==> config.mk <==
export PLATFORM = sky130hd
export DESIGN_NAME = div_clk_select
export DESIGN_NICKNAME = d
export VERILOG_FILES = /design/src/rtl/div_clk_select.sv
export SDC_FILE = /design/constraint.sdc
export NUM_CORES = 1
export LEC_CHECK = 0
export BUFFER_PORTS_ARGS = -buffer_cell sky130_fd_sc_hd__buf_2
export CORE_UTILIZATION = 60
export CTS_BUF_LIST = sky130_fd_sc_hd__clkbuf_4 sky130_fd_sc_hd__clkbuf_8
export DETAILED_ROUTE_END_ITERATION = 6
export GPL_TIMING_DRIVEN = 0
export PLACE_DENSITY = 0.87
export SYNTH_ARGS = -nofsm -noshare
export SYNTH_HDL_FRONTEND = slang
export SYNTH_SLANG_ARGS = --single-unit
==> constraint.sdc <==
create_clock -name clk -period 3.15 [get_ports clk]
set_input_delay 0 -clock clk [delete_from_list [all_inputs] [get_ports clk]]
set_output_delay 0 -clock clk [all_outputs]
set_load 0.02 [all_outputs]
==> src/rtl/div_clk_select.sv <==
// Glitch-free run-time selector for the clock divider's div4/div8/div80 outputs.
//
// A request (sel_req_i + sel_i) is accepted only while idle. The old source is
// drained until it is low, the output is held low, and the new source is armed
// once it is low too. A clk_out_o high phase is therefore never cut short. Each
// wait is bounded by TIMEOUT_CYCLES; a forced exit raises timeout_err_o.
//
// Optional feature: define DIV_CLK_SELECT_EDGE_COUNT_EN to add edge_count_o, a
// CNT_W-bit wrapping count of clk_out_o rising edges.
//
// Ports:
//   clk            system clock (same clock as the divider)
//   reset          synchronous, active-low
//   div4_i         divider output, period 4 clk
//   div8_i         divider output, period 8 clk
//   div80_i        divider output, period 160 clk
//   sel_req_i      one-cycle request strobe
//   sel_i          requested source: 0=off, 1=div4, 2=div8, 3=div80
//   sel_ack_o      one-cycle pulse when a request completes
//   busy_o         high from the accepted request through the ack cycle
//   active_sel_o   source currently gated to clk_out_o
//   clk_out_o      registered gated clock
//   rise_pulse_o   one-cycle pulse on each 0->1 transition of clk_out_o
//   timeout_err_o  last switch was forced; cleared by the next accepted request
//   edge_count_o   rising-edge count (only with DIV_CLK_SELECT_EDGE_COUNT_EN)
module div_clk_select #(
  parameter int unsigned TIMEOUT_CYCLES = 255,
  parameter int unsigned CNT_W          = 16
) (
  input  logic       clk,
  input  logic       reset,
  input  logic       div4_i,
  input  logic       div8_i,
  input  logic       div80_i,
  input  logic       sel_req_i,
  input  logic [1:0] sel_i,
  output logic       sel_ack_o,
  output logic       busy_o,
  output logic [1:0] active_sel_o,
  output logic       clk_out_o,
  output logic       rise_pulse_o,
  output logic       timeout_err_o
`ifdef DIV_CLK_SELECT_EDGE_COUNT_EN
  ,
  output logic [CNT_W-1:0] edge_count_o
`endif
);

  typedef enum logic [1:0] {StIdle, StDrain, StArm, StDone} state_e;

  localparam logic [15:0] TmoLast = 16'(TIMEOUT_CYCLES - 1);

  state_e      state_q, state_d;
  logic [1:0]  target_q, target_d;
  logic [1:0]  active_sel_q, active_sel_d;
  logic        gate_q, gate_d;
  logic [15:0] tmo_cnt_q, tmo_cnt_d;
  logic        timeout_err_q, timeout_err_d;
  logic        busy_q, busy_d;
  logic        sel_ack_q, sel_ack_d;
  logic        clk_out_q, clk_out_d;
  logic        rise_q, rise_d;
  logic        accept;
  logic        src_old, src_tgt;

  function automatic logic src_mux(input logic [1:0] code, input logic d4, input logic d8,
                                   input logic d80);
    logic s;
    unique case (code)
      2'd0:    s = 1'b0;
      2'd1:    s = d4;
      2'd2:    s = d8;
      default: s = d80;
    endcase
    return s;
  endfunction

  always_comb begin
    src_old = src_mux(active_sel_q, div4_i, div8_i, div80_i);
    src_tgt = src_mux(target_q, div4_i, div8_i, div80_i);
  end

  always_comb begin
    state_d       = state_q;
    target_d      = target_q;
    active_sel_d  = active_sel_q;
    gate_d        = gate_q;
    tmo_cnt_d     = tmo_cnt_q;
    timeout_err_d = timeout_err_q;
    busy_d        = busy_q;
    sel_ack_d     = 1'b0;
    accept        = 1'b0;

    // busy stays up through the ack cycle and drops on the following edge.
    if (sel_ack_q) busy_d = 1'b0;

    unique case (state_q)
      StIdle: begin
        if (sel_req_i && !busy_q) begin
          accept        = 1'b1;
          target_d      = sel_i;
          timeout_err_d = 1'b0;
          busy_d        = 1'b1;
          if (sel_i == active_sel_q) begin
            state_d = StDone;
          end else begin
            state_d   = StDrain;
            tmo_cnt_d = '0;
          end
        end
      end
      StDrain: begin
        if (!src_old || (tmo_cnt_q == TmoLast)) begin
          gate_d    = 1'b0;
          state_d   = StArm;
          tmo_cnt_d = '0;
          if (src_old) timeout_err_d = 1'b1;
        end else begin
          tmo_cnt_d = tmo_cnt_q + 16'd1;
        end
      end
      StArm: begin
        // Arming while the new source is low means the first high phase is whole.
        if (!src_tgt || (tmo_cnt_q == TmoLast)) begin
          active_sel_d = target_q;
          gate_d       = 1'b1;
          state_d      = StDone;
          if (src_tgt) timeout_err_d = 1'b1;
        end else begin
          tmo_cnt_d = tmo_cnt_q + 16'd1;
        end
      end
      StDone: begin
        sel_ack_d = 1'b1;
        state_d   = StIdle;
      end
      default: state_d = StIdle;
    endcase

    clk_out_d = gate_q & src_old;
    rise_d    = clk_out_d & ~clk_out_q;
  end

  always_ff @(posedge clk) begin
    if (!reset) begin
      state_q       <= StIdle;
      target_q      <= 2'd0;
      active_sel_q  <= 2'd0;
      gate_q        <= 1'b0;
      tmo_cnt_q     <= '0;
      timeout_err_q <= 1'b0;
      busy_q        <= 1'b0;
      sel_ack_q     <= 1'b0;
      clk_out_q     <= 1'b0;
      rise_q        <= 1'b0;
    end else begin
      state_q       <= state_d;
      target_q      <= target_d;
      active_sel_q  <= active_sel_d;
      gate_q        <= gate_d;
      tmo_cnt_q     <= tmo_cnt_d;
      timeout_err_q <= timeout_err_d;
      busy_q        <= busy_d;
      sel_ack_q     <= sel_ack_d;
      clk_out_q     <= clk_out_d;
      rise_q        <= rise_d;
    end
  end

  assign sel_ack_o     = sel_ack_q;
  assign busy_o        = busy_q;
  assign active_sel_o  = active_sel_q;
  assign clk_out_o     = clk_out_q;
  assign rise_pulse_o  = rise_q;
  assign timeout_err_o = timeout_err_q;

`ifdef DIV_CLK_SELECT_EDGE_COUNT_EN
  logic [CNT_W-1:0] edge_cnt_q, edge_cnt_d;

  // Counting restarts only when the source actually changes.
  always_comb begin
    edge_cnt_d = edge_cnt_q;
    if (accept && (sel_i != active_sel_q)) begin
      edge_cnt_d = '0;
    end else if (rise_d) begin
      edge_cnt_d = edge_cnt_q + CNT_W'(1);
    end
  end

  always_ff @(posedge clk) begin
    if (!reset) edge_cnt_q <= '0;
    else        edge_cnt_q <= edge_cnt_d;
  end

  assign edge_count_o = edge_cnt_q;
`endif

endmodule

-- After elaboration in Yosys (flattened, before gate mapping)
Index checks and enable logic that the tools add are counted.
- input bits: 8
- logic and storage cells: 72
- register bits after elaboration: 28
- ROM bits: 0
- bits in latches: 0
- RAM bits: 0
- memories kept: 0
- equal/unequal tests: 16
- magnitude comparators: 0
- shift operators: 0
- bitwise operators: 3
- mux-type cells: 25
- $add $sub $neg: 1
- divide/modulo/power cells: 0
- $mul: 0
- reduce and logical (&&, ||, !) cells: 17
- operator list (kind ; number):
    $mux W16 ; 4
    $pmux W16 S3 ; 1
    $add A16 B1 Y16 const B ; 1
    $eq A16 B8 Y1 const B ; 1
    $ne A2 B2 Y1 const B ; 7
    $mux W1 ; 11
    $pmux W1 S3 ; 3
    $eq A2 B2 Y1 const B ; 4
    $mux W2 ; 4
    $pmux W2 S4 ; 1
    $eq A2 B1 Y1 const B ; 3
    $logic_not A2 Y1 ; 3
    $reduce_and A3 Y1 ; 2
    $reduce_and A6 Y1 ; 1
    $reduce_and A2 Y1 ; 2
    $reduce_and A4 Y1 ; 1
    $logic_not A1 Y1 ; 3
    $reduce_bool A3 Y1 ; 1
    $and A1 B1 Y1 ; 2
    $eq A2 B2 Y1 ; 1
    $logic_or A1 B1 Y1 ; 2
    $pmux W1 S2 ; 1
    $reduce_bool A2 Y1 ; 1
    $logic_and A1 B1 Y1 ; 1
    $not A1 Y1 ; 1

-- Longest topological paths before layout
- depth after elaboration: 6
- depth in mapped cells: 9

-- Worst setup path before layout
Ideal clock, no wire load.
- path type: reg-to-reg
- start point: reg state_q[0]
- end point: reg tmo_cnt_q[7]
- path buffers: 0
- data arrival time: 2.180 ns
- period minus slack after synthesis: 2.251 ns
- cell stages (with the launch flop): 8
- required time: 3.079 ns
- setup slack: 0.899 ns
- path through: dfxtp_1 > inv_1 > ha_1 > a21oi_1 > nand2_4 > or4_4 > or4_1 > a21oi_1
- cells in the longest elaborated chain, start to end: 3
- RTL lines (what ; line ; text):
    start, declared ; 53 ; state_e state_q, state_d;
    start signal, assigned ; 146 ; state_q <= StIdle;
    start signal, assigned ; 157 ; state_q <= state_d;
    $eq A2 B2 Y1 (tied with other cells) ; 97 ; unique case (state_q)
    $ne A2 B2 Y1 (no source line) / $reduce_bool A3 Y1 (equally long branches) ; n/a ;
    $reduce_and A4 Y1 (no source line) ; n/a ;
    end signal, assigned ; 161 ; tmo_cnt_q <= tmo_cnt_d;
    end, declared ; 57 ; logic [15:0] tmo_cnt_q, tmo_cnt_d;
Parallel ways exist; a longest one is shown, timed or not.
A chain may end at the register's enable or synchronous reset.

-- Final worst setup path
- start point: reg tmo_cnt_q[0]
- end point: reg tmo_cnt_q[14]
- cells in the longest elaborated chain, start to end: 4
- RTL lines (what):
    branches (longest 4 deep; another with $add A16 B1 Y16)
Several ways; the timed one is not identified. The select of a mux whose other input is x is not followed.

==> impl_results.md <==
- Tot GR Track Use: 29.5%
- Power density cells: 659 nW/um^2
- Register share of total power: 40.3%
- Mux cell area share after synthesis: 6.76%
- Ys flop type: dfxtp_1
- Combinational Power Share: 38.4%
- Clock latency on the worst-skew pair: 0.34 ns
- ANT cells: 0
- Async SR Flop Fraction: 0%
- Clock share of power: 21.3%
- Post-synthesis adder-cell area fraction: 5.01%
- Post-synthesis sequential area ratio: 37.4%
- Core Rows: 17
- Setup Crit Path Kind: flop to flop
- Post-Place Worst Slack: 0.533 ns
- Clk root buf: clkbuf_4
- DRT antenna net count: 0
- DRC Markers: 0
- Worst hold path type: primary input to flop
- Worst Path Required: 3.38 ns
- #FFs+latches synth: 28
- Fillers: 175
- Simple-gate share of the synthesized area: 27.8%
- Period utilization: 85.9%
- Crit. End Element: flop
- Crit path largest cell delay: 0.50 ns
- Post-route setup TNS: 0 ns
- CP arrival: 2.94 ns
- Netlist Area Pre-Place: 1500 um^2
- NetSw: 0.000423 W
- Post-Syn Instances: 173
- Share of cells above drive strength 1: 15.5%
- Fin. max-slew vios: 0
- Synth cell count leaders: dfxtp_1 (28), nor2_1 (19), nand2_1 (11), a21oi_1 (10), xnor2_1 (10)
- Largest family of logic cells by synthesized area: simple AND/OR/NAND/NOR gates
- Max FO, Critical Path: 10
- Yosys top cell by area: dfxtp_1
- Routed via count: 1377
- Largest net degree at the start of global routing: 17
- CTS tree: done
- Netlist cell types: 43
- Worst slew pin tran: 0.592 ns
- PortBufs: 14
- CP delay by family, top: simple AND/OR/NAND/NOR gates
- Max Cap Violations: 0
- DR WL/cell: 15.9 um
- Top cells by area, synth: dfxtp_1 (37%), mux2i_1 (6.0%), xnor2_1 (5.8%)
- Count leader, synth: dfxtp_1
- Status: complete, no violations
- Period minus WS final: 2.71 ns
- Total of warnings raised by yosys: 0
- Overflow left after global routing: 0
- Initial DRC Count: 47
- PnR worst setup slack: 0.443 ns
- Vias in the first global route: 1308
- Starting Density: 65.9%
- Startpoint Class: flop
- VDD IR max: 428 uV
- Buffer and inverter count on the worst path: 2
- CP cell instances: inv_1 > ha_1 > nor4b_1 > nand4b_2 > a21boi_2 > clkbuf_1 > nor2_1 > o32a_2 > o41ai_1
- Clock transition at path regs: 0.15 ns
- Drt total wl: 3.52 mm
- CTS HTree Levels: 1
- Slowest CP cell: clkbuf_1
- CTS Buf Count: 3
- Max Fclk: 369 MHz
- Post-synth EDFFs: 0
- Synthesized area per cell: 8.66 um^2
- Internal Pwr Total: 0.000682 W
- Final hold violation count: 0
- Post-CTS Hold Buffers: 2
- Post-Syn Nets: 187
- Placer Congestion: 0.852
- DP Wirelength: 2.60 mm
- Post-Synth XOR/XNOR Area: 5.84%
- Max-slew headroom: 60.5%
- Chip Height: 52.0 um
- Yosys top cell area share: 37.4%
- Post-cts resize count: 0
- Total die area: 2700 um^2
- Clk sinks: 28
- Syn-to-layout area delta: 11.9%
- Leakage: 0.626 nW
- Die W: 52.0 um
- Synth Area in Compound Gates: 13.9%
- Post-CTS setup buffers: 0
- Bufs on Longest Clock Path: 2
- Switching Share: 38.3%
- R2R setup slack: 0.44 ns
- Num ports: 15
- Vias per cell: 6.23
- Setup violators final: 0
- Placed Instances: 215
- Detailed-router iteration count before antenna repair: 4
- Clock Skew: 0.00570 ns
- Initial antenna violation count: 0
- Core ar.: 2280 um^2
- First-pass GRT wire length: 5.82 mm
- Non-Filler Instances: 221
- RSZ-0062 raised after global routing: no
- Layout Nets: 208
cell families after synthesis:
kind of cell	Yosys count
buffers and inverters	13
AOI/OAI and AO/OA	30
adders and majority gates	6
and+or+nand+nor	76
xor gates and xnor gates	10
DFF	28
muxes	10
power groups by stage:
stage	logic, W	clock network [W]	registers, W
final	0.000425	0.000235	0.000445
after global routing	0.000466	0.000255	0.000452
after CTS	0.000415	0.000241	0.000444
after detailed placement	0.000409	0	0.000452
after global placement	0.000394	0	0.000448
after floorplan	0.000298	0	0.000458
path summary, 6_finish.rpt:
kind / startpoint / endpoint / cells past startpoint
worst max-delay path: tmo_cnt_q[0] / tmo_cnt_q[14] / 9
worst min-delay path: sel_req_i / busy_o / 3
worst max register to register: tmo_cnt_q[0] / tmo_cnt_q[14] / 9
worst min register to register: clk_out_o / rise_pulse_o / 1
per-layer routing:
layer  GRT usage [%]  up-vias  wire length, um
met4            15.3        0               87
met1            31.9      642             1420
li1                -      664                -
met5               0        -                0
met3            7.60       15              218
met2            51.9       56             1790
registers in the layout, indices dropped and copies added (netlist names):
name           count
tmo_cnt_q         16
gate_q             1
timeout_err_o      1
sel_ack_o          1
busy_o             1
clk_out_o          1
target_q           2
rise_pulse_o       1
state_q            2
active_sel_o       2
metrics by stage:
stage               hold WS (ns)  power (W)  instance area [um^2]  util [%]
floorplan                  0.144   0.000756                  1500         -
global placement           0.266   0.000842                  1600      70.5
detailed placement         0.299   0.000861                  1600      70.5
CTS                       0.0380    0.00110                  1680      73.7
global route              0.0738    0.00117                  1680      73.7
finish                    0.0498    0.00111                  1680      73.7
layout make-up:
type	count	area, um^2	area share [%]
tap	28	35.0	2.09
inverter	9	33.8	2.01
clock buffer	3	22.5	1.34
multi-input combinational	132	890	53.1
buffer	4	15.0	0.896
clock inverter	1	30.0	1.79
timing repair buffer	16	90.1	5.37
sequential	28	561	33.4
layout by cell type, fill, tap and decap left out, types with 3 or more instances in the layout:
cell type,synthesis,layout
o21ai_0,6,6
clkbuf_1,3,3
a21oi_1,10,10
nor4b_1,3,3
nor2b_1,3,3
nand3_1,9,9
mux2i_1,9,9
nor2_1,19,19
dfxtp_1,28,28
and3_1,4,4
buf_2,0,14
nand2_1,11,11
inv_1,9,9
nor3_1,7,7
ha_1,6,6
nand4_1,3,3
clkbuf_4,0,3
xnor2_1,10,10
worst register-to-register path, stage by stage (launching register included):
cell	delay, ns
dfxtp_1	0.38
inv_1	0.09
ha_1	0.15
nor4b_1	0.37
nand4b_2	0.27
a21boi_2	0.34
clkbuf_1	0.51
nor2_1	0.20
o32a_2	0.22
o41ai_1	0.07
Power figures use the tool's default switching activity.
